==> src/rtl/iob_wishbone2iob.sv <==
// Wishbone classic slave to IOb master bridge with one outstanding access and registered outputs.
// Optional watchdog: define IOB_WISHBONE2IOB_TIMEOUT_EN to add timeout_cfg_i and drive wb_error_o.

module iob_wishbone2iob #(
  parameter int ADDR_W    = 32,
  parameter int DATA_W    = 32,
  parameter int TIMEOUT_W = 16
) (
  input  logic                   clk_i,
  input  logic                   arst_i,
  input  logic [ADDR_W-1:0]      wb_addr_i,
  input  logic [DATA_W-1:0]      wb_data_i,
  input  logic [DATA_W/8-1:0]    wb_select_i,
  input  logic                   wb_we_i,
  input  logic                   wb_cyc_i,
  input  logic                   wb_stb_i,
  output logic [DATA_W-1:0]      wb_data_o,
  output logic                   wb_ack_o,
  output logic                   wb_error_o,
  output logic                   valid_o,
  output logic [ADDR_W-1:0]      address_o,
  output logic [DATA_W-1:0]      wdata_o,
  output logic [DATA_W/8-1:0]    wstrb_o,
  input  logic [DATA_W-1:0]      rdata_i,
  input  logic                   ready_i
`ifdef IOB_WISHBONE2IOB_TIMEOUT_EN
  ,
  input  logic [TIMEOUT_W-1:0]   timeout_cfg_i
`endif
);

  typedef enum logic [1:0] {IDLE, REQ, ACK} state_t;

  state_t              state_q;
  logic                valid_q;
  logic [ADDR_W-1:0]   addr_q;
  logic [DATA_W-1:0]   wdata_q;
  logic [DATA_W/8-1:0] wstrb_q;
  logic                we_q;
  logic [DATA_W-1:0]   rdata_q;
  logic                ack_q;
  logic                abort_q;

`ifdef IOB_WISHBONE2IOB_TIMEOUT_EN
  logic [TIMEOUT_W-1:0] cnt_q;
  logic [TIMEOUT_W-1:0] cnt_d;
  logic                 error_q;

  assign cnt_d      = cnt_q + TIMEOUT_W'(1);
  assign wb_error_o = error_q;
`else
  assign wb_error_o = 1'b0;
`endif

  assign valid_o   = valid_q;
  assign address_o = addr_q;
  assign wdata_o   = wdata_q;
  assign wstrb_o   = wstrb_q;
  assign wb_data_o = rdata_q;
  assign wb_ack_o  = ack_q;

  always_ff @(posedge clk_i) begin
    if (arst_i) begin
      state_q <= IDLE;
      valid_q <= 1'b0;
      addr_q  <= '0;
      wdata_q <= '0;
      wstrb_q <= '0;
      we_q    <= 1'b0;
      rdata_q <= '0;
      ack_q   <= 1'b0;
      abort_q <= 1'b0;
`ifdef IOB_WISHBONE2IOB_TIMEOUT_EN
      cnt_q   <= '0;
      error_q <= 1'b0;
`endif
    end else begin
      case (state_q)
        IDLE: begin
          if (wb_cyc_i && wb_stb_i) begin
            addr_q  <= wb_addr_i;
            wdata_q <= wb_data_i;
            we_q    <= wb_we_i;
            wstrb_q <= wb_we_i ? wb_select_i : '0;
            abort_q <= 1'b0;
`ifdef IOB_WISHBONE2IOB_TIMEOUT_EN
            cnt_q   <= '0;
`endif
            // A write that enables no byte lanes has nothing to do on IOb.
            if (wb_we_i && (wb_select_i == '0)) begin
              ack_q   <= 1'b1;
              state_q <= ACK;
            end else begin
              valid_q <= 1'b1;
              state_q <= REQ;
            end
          end
        end

        REQ: begin
          if (ready_i) begin
            valid_q <= 1'b0;
            if (!we_q) rdata_q <= rdata_i;
            ack_q   <= wb_cyc_i && !abort_q;
            state_q <= ACK;
          end
`ifdef IOB_WISHBONE2IOB_TIMEOUT_EN
          else if ((timeout_cfg_i != '0) && (cnt_d == timeout_cfg_i)) begin
            valid_q <= 1'b0;
            error_q <= wb_cyc_i && !abort_q;
            state_q <= ACK;
          end
`endif
          else begin
            // IOb cannot abort, so a dropped cycle only silences the response.
            if (!wb_cyc_i) abort_q <= 1'b1;
`ifdef IOB_WISHBONE2IOB_TIMEOUT_EN
            cnt_q <= cnt_d;
`endif
          end
        end

        ACK: begin
          ack_q   <= 1'b0;
`ifdef IOB_WISHBONE2IOB_TIMEOUT_EN
          error_q <= 1'b0;
`endif
          state_q <= IDLE;
        end

        default: state_q <= IDLE;
      endcase
    end
  end

endmodule

==> config.mk <==
export PLATFORM = sky130hd
export DESIGN_NAME = iob_wishbone2iob
export DESIGN_NICKNAME = d
export VERILOG_FILES = /design/src/rtl/iob_wishbone2iob.sv
export SDC_FILE = /design/constraint.sdc
export NUM_CORES = 1
export LEC_CHECK = 0
export CAP_MARGIN = 20
export CORE_UTILIZATION = 30
export DETAILED_ROUTE_END_ITERATION = 10
export REMOVE_ABC_BUFFERS = 1
export SETUP_SLACK_MARGIN = 0.05
export SLEW_MARGIN = 40
export SYNTH_ARGS = -nofsm -noshare
export SYNTH_HDL_FRONTEND = slang
export SYNTH_SLANG_ARGS = --single-unit
==> constraint.sdc <==
create_clock -name clk_i -period 1.84 [get_ports clk_i]
set_input_delay 0.184 -clock clk_i [delete_from_list [all_inputs] [get_ports clk_i]]
set_output_delay 0.184 -clock clk_i [all_outputs]
set_load 0.03 [all_outputs]
Yosys cells after proc, flatten, opt, wreduce, memory -nomap -nowiden:

Cells that the tools add are included.

* flip-flop bits (word level): 106
* input port bits: 106
* output and inout port bits: 103
* logic and storage cells: 49

* equality and inequality tests: 8
* mux-type cells: 17
* bitwise gates (word level): 1
* reduce and logical (&&, ||, !) cells: 14

Operator list (number)
* $ne 2x2->1 const B: 6
* $reduce_and 4->1: 3
* $mux 1: 9
* $mux 2: 3
* $logic_not 4->1: 1
* $mux 4: 1
* $pmux 1 s2: 2
* $pmux 2 s2: 1
* $reduce_and 2->1: 2
* $logic_and 1x1->1: 3
* $pmux 1 s3: 1
* $reduce_and 3->1: 1
* $reduce_bool 3->1: 1
* $eq 2x1->1 const B: 1
* $eq 2x2->1 const B: 1
* $logic_not 2->1: 1
* $reduce_bool 2->1: 1
* $logic_not 1->1: 1
* $not 1->1: 1

Depth between registers and ports, before layout:

Gate-level depths: netlist (run 1).

* depth in word-level cells: 5
* depth in mapped cells: 7

Worst setup path before layout (run 1):

OpenSTA, ideal clock, no wires.

* kind: flip-flop to flip-flop
* start point: register state_q[1]
* end point: register wdata_q[17] (netlist: wdata_o[17])
* setup time: 0.132 ns
* data arrival time: 1.264 ns
* required time: 1.708 ns
* setup slack: 0.443 ns
* cell stages (with the launch flop): 8
* buffers on the path: 4
* period minus slack after synthesis: 1.397 ns
* path through: dfxtp_1 buf_6 or3_1 buf_2 buf_6 buf_6 nand2_1 a21oi_1

* cells in the longest elaborated chain, start to end: 2

RTL lines
* start, declared: line 34 `state_t state_q;`
* start signal, assigned: line 64 `state_q <= IDLE;`
* start signal, assigned: line 92 `state_q <= ACK;`
* start signal, assigned: line 95 `state_q <= REQ;`
* $logic_not 2->1: line 78 `case (state_q)`
* $reduce_and 2->1 (no source line)
* end signal, assigned: line 82 `wdata_q <= wb_data_i;`
* end, declared: line 37 `logic [DATA_W-1:0] wdata_q;`

No other way between the ends.
A chain may end at the register's enable or synchronous reset.

Worst setup path in the final report (run 1):

* start point: register wdata_q[0] (netlist: wdata_o[0])
* end point: output wdata_o[0]

RTL lines
* end, declared: line 22 `output logic [DATA_W-1:0] wdata_o,`

No word-level cell between the ends.

==> metrics.md, run 1 <==
| Metric | Value |
|---|---|
| Gpl congestion | 0.7511 |
| First-pass GRT wire length | 17.79 mm |
| Static Leak | 0.002210 µW |
| Core ar. | 12160 µm² |
| Crit Path Class | flop to output port |
| Final WS setup | 267.0 ps |
| Post-layout util | 51.78% |
| Final WL | 11.09 mm |
| Hold Crit Class | input port to flop |
| Cell Count, Final, Fillers Out | 843 |
| Dominant cells by area after synthesis | dfxtp_1, nand2_1, a21oi_1 |
| Worst Setup End Kind | output port |
| Worst setup SP type | flop |
| Final Max Tran Viols | 0 |
| Area added between synthesis and finish | 66.77% |
| Post-synthesis cell area | 3776 µm² |
| Ys flop type | dfxtp_1 |
| Row cnt | 40 |
| Sink Count | 106 |
| Total CTS buffers | 9 |
| CP required | 1660 ps |
| Share of cells above drive strength 1 | 4.444% |
| Yosys warns | 0 |
| Die height | 114.2 µm |
| Crit-path slowest cell | clkdlybuf4s50_1 |
| Min Clock Period, post-route | 1573 ps |
| Pre-CTS setup slack | 98.09 ps |
| Ant diodes | 0 |
| Async set or reset register ratio after synthesis | 0% |
| Worst-path fanout max | 2 |
| Synth cell count leaders | nand2_1, dfxtp_1, a21oi_1 |
| PortBufs | 207 |
| CP cell instances | clkdlybuf4s50_1 |
| Pre-Repair DR Iteration Count | 4 |
| Max cap viols | 0 |
| Gate Count Post-Synth | 479 |
| Initial antenna violation count | 0 |
| Final number of setup-violating endpoints | 0 |
| RSZ-0062 raised after global routing | false |
| Sequential area share after synthesis | 56.20% |
| FMAX | 0.6357 GHz |
| DIE WIDTH | 114.2 µm |
| Clock skew | 4.723 ps |
| Clk_lat worst skew | 340 ps |
| Largest net degree at the start of global routing | 55 |
| Initial Util | 31.05% |
| H-tree lvl count | 3 |
| Clock root buffer master | clkbuf_16 |
| Yosys reg bits | 106 |
| Final Hold Viols | 0 |
| WP buf/inv | 1 |
| Die Area | 13040 µm² |
| CTS tree | yes |
| Total negative slack | 0 ps |
| Postcts setup bufs | 0 |
| Post-DP HPWL | 7.967 mm |
| Gr ovfl total | 0 |
| Worst IR Drop VDD | 0.0006037 V |
| DRT antenna net count | 0 |
| Avg Inst Size Synth | 7.883 µm² |
| Drt drc | 0 |
| Avg WL per Cell | 13.16 µm |
| Crit path largest cell delay | 710 ps |
| Total Routing Usage GR | 17.36% |
| Vias in the first global route | 3738 |
| Number of synthesized flops with an enable pin | 0 |
| Vias per cell | 4.517 |
| # IOs | 209 |
| Outcome | finished clean |
| Iter 0 DRT Violations | 174 |
| R2r setup slk | 290 ps |
| Worst EP arrival | 1390 ps |
| Fillers | 1174 |
| Cts hold-fix bufs | 0 |
| Yosys top cell area share | 56.20% |
| Post-CTS sizing | 0 |
| Synth cell types | 26 |
| Nets | 777 |
| Total number of vias | 3808 |
| Fin crit share | 85.49% |
| Count leader, synth | nand2_1 |
| # placed instances | 828 |
| Max Buffers Root-to-Sink | 2 |
| Clock-pin slew on the worst setup and hold paths | 70 ps |
| Synth area leader | dfxtp_1 |
| Crit-path leading delay family | buffers and inverters |
| PD cells | 824.4 nW/µm² |
metrics by stage:
| step | hold WS, ps | area, µm² | total power [µW] |
|---|---|---|---|
| after floorplan | 253.1 | 3578 | 2903 |
| after global placement | 441.1 | 6025 | 3462 |
| after detailed placement | 446.3 | 6025 | 3475 |
| after CTS | 289.6 | 6297 | 5282 |
| after global routing | 302.8 | 6297 | 5456 |
| final | 282.5 | 6297 | 5191 |
placed cells by master (no fill, tap or decap), types with 2 or more instances in the layout:
master           count
a21oi_1            105
buf_12               5
buf_4                8
clkbuf_1             2
clkbuf_16            9
clkbuf_8             2
clkdlybuf4s50_1    206
dfxtp_1            106
inv_1                3
nand2_1            201
nand3_1              4
nor3_1               3
nor3_4               2
o21ai_0              2
flip-flops by register name, indices dropped and copies added, names as in the netlist:
name	cells
abort_q	1
wb_data_o	32
state_q	2
wstrb_o	4
valid_o	1
address_o	32
we_q	1
wdata_o	32
wb_ack_o	1
cell type report:
class	count	area, µm²	share of cell area (%)
sequential	106	2122	33.70
clock buffer	13	260.3	4.133
multi-input combinational	332	1459	23.17
clock inverter	2	12.51	0.1987
inverter	3	11.26	0.1788
timing repair buffer	219	2222	35.29
tap	168	210.2	3.338
path summary, 6_finish.rpt:
kind	start	endpoint	depth (start not counted)
hold / removal	arst_i	address_o[24]	2
setup / recovery	wdata_o[0]	wdata_o[0]	1
hold reg to reg	address_o[23]	address_o[23]	2
setup reg to reg	state_q[0]	wb_data_o[30]	5
kinds of logic (layout without fill, tap and decap cells):
group / Yosys count / after routing / share of synthesized area, %
buffers and inverters: 41 / 237 / 5.533
multiplexers: 1 / 1 / 0.2651
other: 1 / 1 / 0.09931
AO/OA/AOI/OAI: 112 / 112 / 15.14
AND/OR/NAND/NOR: 218 / 218 / 22.76
flip-flops: 106 / 106 / 56.20
metal layers:
metal | GRT usage (%) | wire [µm] | vias to the layer above
met5 | 0 | 0 | -
met4 | 4.589 | 138 | 0
met3 | 8.735 | 1153 | 9
met2 | 29.41 | 5277 | 148
met1 | 19.22 | 4523 | 1725
li1 | - | - | 1926
where the power goes:
group	total (µW)	leakage [µW]	internal (µW)	switching (µW)
Combinational	955	0.00122	467	488
Clock	1780	0.000132	983	794
Sequential	2460	0.000863	2400	59.0
Total	5190	0.00221	3850	1340
Power figures use the tool's default switching activity.
==> run 2, diff against run 1 <==
Settings changed: CORE_ASPECT_RATIO from default to 1.1.
==> run 2 against run 1 <==
Compared with the run above:
- critical path depth stayed put
- combinational power hardly changed
- power is 5.5% higher
- worst hold slack worse by 35 ps
- register-to-register slack worse by 30 ps
- critical endpoint is now address_o[14]
- critical path type unchanged
- clock power is 16% higher
- highest routed layer unchanged
- sequential share of layout area is 0.13 points lower
- cell area is 0.38% higher
- sequential power hardly changed
==> metrics.md, run 2 (synthesis gave the netlist of run 1 again) <==
| Metric | Value |
|---|---|
| First-pass GRT wire length | 17.51 mm (-1.6%) |
| Crit path largest cell delay | 720 ps (about the same) |
| Clock root buffer master | clkbuf_16 |
| Share of cells above drive strength 1 | 4.444% (unchanged) |
| Crit-path leading delay family | buffers and inverters |
| CTS tree | yes |
| Max Buffers Root-to-Sink | 2 (unchanged) |
| Row cnt | 42 (+5.0%) |
| Post-DP HPWL | 8.045 mm (+0.98%) |
| Final Hold Viols | 0 (unchanged) |
| DIE WIDTH | 109.0 µm (-4.6%) |
| Worst-path fanout max | 2 (unchanged) |
| PortBufs | 207 (unchanged) |
| Initial antenna violation count | 0 (unchanged) |
| FMAX | 0.6332 GHz (-0.40%) |
| Final hold slack | 247.9 ps (-34.61 ps) |
| FF-to-FF path depth | 5 (unchanged) |
| Placed Area | 6000 µm² (-0.42%) |
| Commonest non-fill, non-tap cell in the layout | clkdlybuf4s50_1 |
| Total Routing Usage GR | 17.06% (-0.30 points) |
| Sink Count | 106 (unchanged) |
| Drt drc | 0 (unchanged) |
| Finished Cell Area | 6321 µm² (+0.38%) |
| Total negative slack | 0 ps (unchanged) |
| Fin crit share | 85.83% (+0.34 points) |
| Initial Util | 31.11% (+0.058 points) |
| DRT antenna net count | 0 (unchanged) |
| Hold Crit Depth | 2 (unchanged) |
| Worst Setup End Kind | output port |
| Most frequent cells in the layout | clkdlybuf4s50_1, nand2_1, dfxtp_1 |
| H-tree lvl count | 3 (unchanged) |
| Final number of setup-violating endpoints | 0 (unchanged) |
| Clock skew | 7.255 ps (+2.532 ps) |
| Die Area | 13040 µm² (about the same) |
| Static Leak | 0.002222 µW (+0.55%) |
| Vias in the first global route | 3662 (-2.0%) |
| Final Max Tran Viols | 0 (unchanged) |
| Clk_lat worst skew | 340 ps (about the same) |
| Ant diodes | 0 (unchanged) |
| Pre-CTS setup slack | 113.8 ps (+15.75 ps) |
| Worst setup SP type | flop |
| Final WL | 11.28 mm (+1.7%) |
| Hold Crit Class | input port to flop |
| Post-layout util | 52.07% (+0.29 points) |
| Total CTS buffers | 9 (unchanged) |
| Largest net degree at the start of global routing | 53 (-3.6%) |
| Worst IR Drop VDD | 0.0004813 V (-20%) |
| Gr ovfl total | 0 (unchanged) |
| Vias per cell | 4.578 (+1.3%) |
| Crit Path Class | flop to output port |
| Sink of the worst hold path | address_o[22] |
| WP buf/inv | 1 (unchanged) |
| Nets | 776 (-0.13%) |
| Die height | 119.7 µm (+4.8%) |
| Outcome | finished clean |
| Avg WL per Cell | 13.61 µm (+3.4%) |
| Core ar. | 12140 µm² (-0.19%) |
| Postcts setup bufs | 0 (unchanged) |
| Gpl congestion | 0.7379 (-1.8%) |
| Hold path startpoint | arst_i |
| Total number of vias | 3795 (-0.34%) |
| R2r endpoint | wb_data_o[14] |
| Max cap viols | 0 (unchanged) |
| Crit-path slowest cell | clkdlybuf4s50_1 |
| Post-CTS sizing | 0 (unchanged) |
| Clock-pin slew on the worst setup and hold paths | 70 ps (about the same) |
| R2r setup slk | 260 ps (-30 ps) |
| RSZ-0062 raised after global routing | false |
| CP required | 1660 ps (about the same) |
| Worst reg2reg path startpoint | state_q[0] |
| Worst EP arrival | 1400 ps (about the same) |
| Area added between synthesis and finish | 67.40% |
| # IOs | 209 (unchanged) |
| Final WS setup | 260.7 ps (-6.300 ps) |
| Pre-Repair DR Iteration Count | 4 (unchanged) |
| Iter 0 DRT Violations | 132 (-24%) |
| Min Clock Period, post-route | 1579 ps (+6.300 ps) |
| Cts hold-fix bufs | 0 (unchanged) |
| PD cells | 866.3 nW/µm² (+5.1%) |
| CP cell instances | clkdlybuf4s50_1 |
==> run 2: cell types whose count changed in the layout (fill, tap and decap cells not counted) <==
cell / delta
buf_4: -1
bufinv_16: +2
clkbuf_8: -1
clkinv_2: -1
clkinvlp_4: +1
==> run 2: metal layers <==
metal / global-route usage, % / vias up / share of wire (%)
met5: 0 / - / 0
met4: 6.166 / 0 / 1.6
met3: 7.224 / 16 / 11
met2: 28.07 / 164 / 46
met1: 19.46 / 1692 / 41
li1: - / 1923 / -
==> run 2: report_power, final <==
group / leakage (µW) / internal (µW) / total, µW / switching [µW]
Combinational: 0.00121 / 465 / 954 / 489
Clock: 0.000149 / 1230 / 2060 / 832
Sequential: 0.000863 / 2400 / 2460 / 58.5
Total: 0.00222 / 4100 / 5480 / 1380
==> run 2: worst max path at each step <==
stage             startpoint            end  slack [ps]  cells past startpoint
3_3_place_gp        wb_cyc_i     wdata_o[8]         150                      6
4_1_cts        address_o[14]  address_o[14]         230                      1
6_report       address_o[14]  address_o[14]         260                      1
5_1_grt           state_q[0]   wb_data_o[1]         180                      5
2_1_floorplan     state_q[1]     wstrb_o[0]        -990                      3
3_5_place_dp        wb_cyc_i  address_o[20]         110                      6
==> run 2: layout make-up <==
type	count	area, µm²
Fill cell	1186	5818
Tap cell	154	192.7
Clock inverter	4	75.07
Timing Repair Buffer	218	2215
Sequential cell	106	2122
Inverter	3	11.26
Clock buffer	12	246.5
Multi-Input combinational cell	332	1459
==> run 2: per-stage QoR <==
| step | instances | total power (µW) |
|---|---|---|
| floorplan | 441 | 2903 |
| global placement | 813 | 3461 |
| detailed placement | 813 | 3474 |
| CTS | 829 | 5551 |
| global route | 829 | 5702 |
| finish | 829 | 5476 |
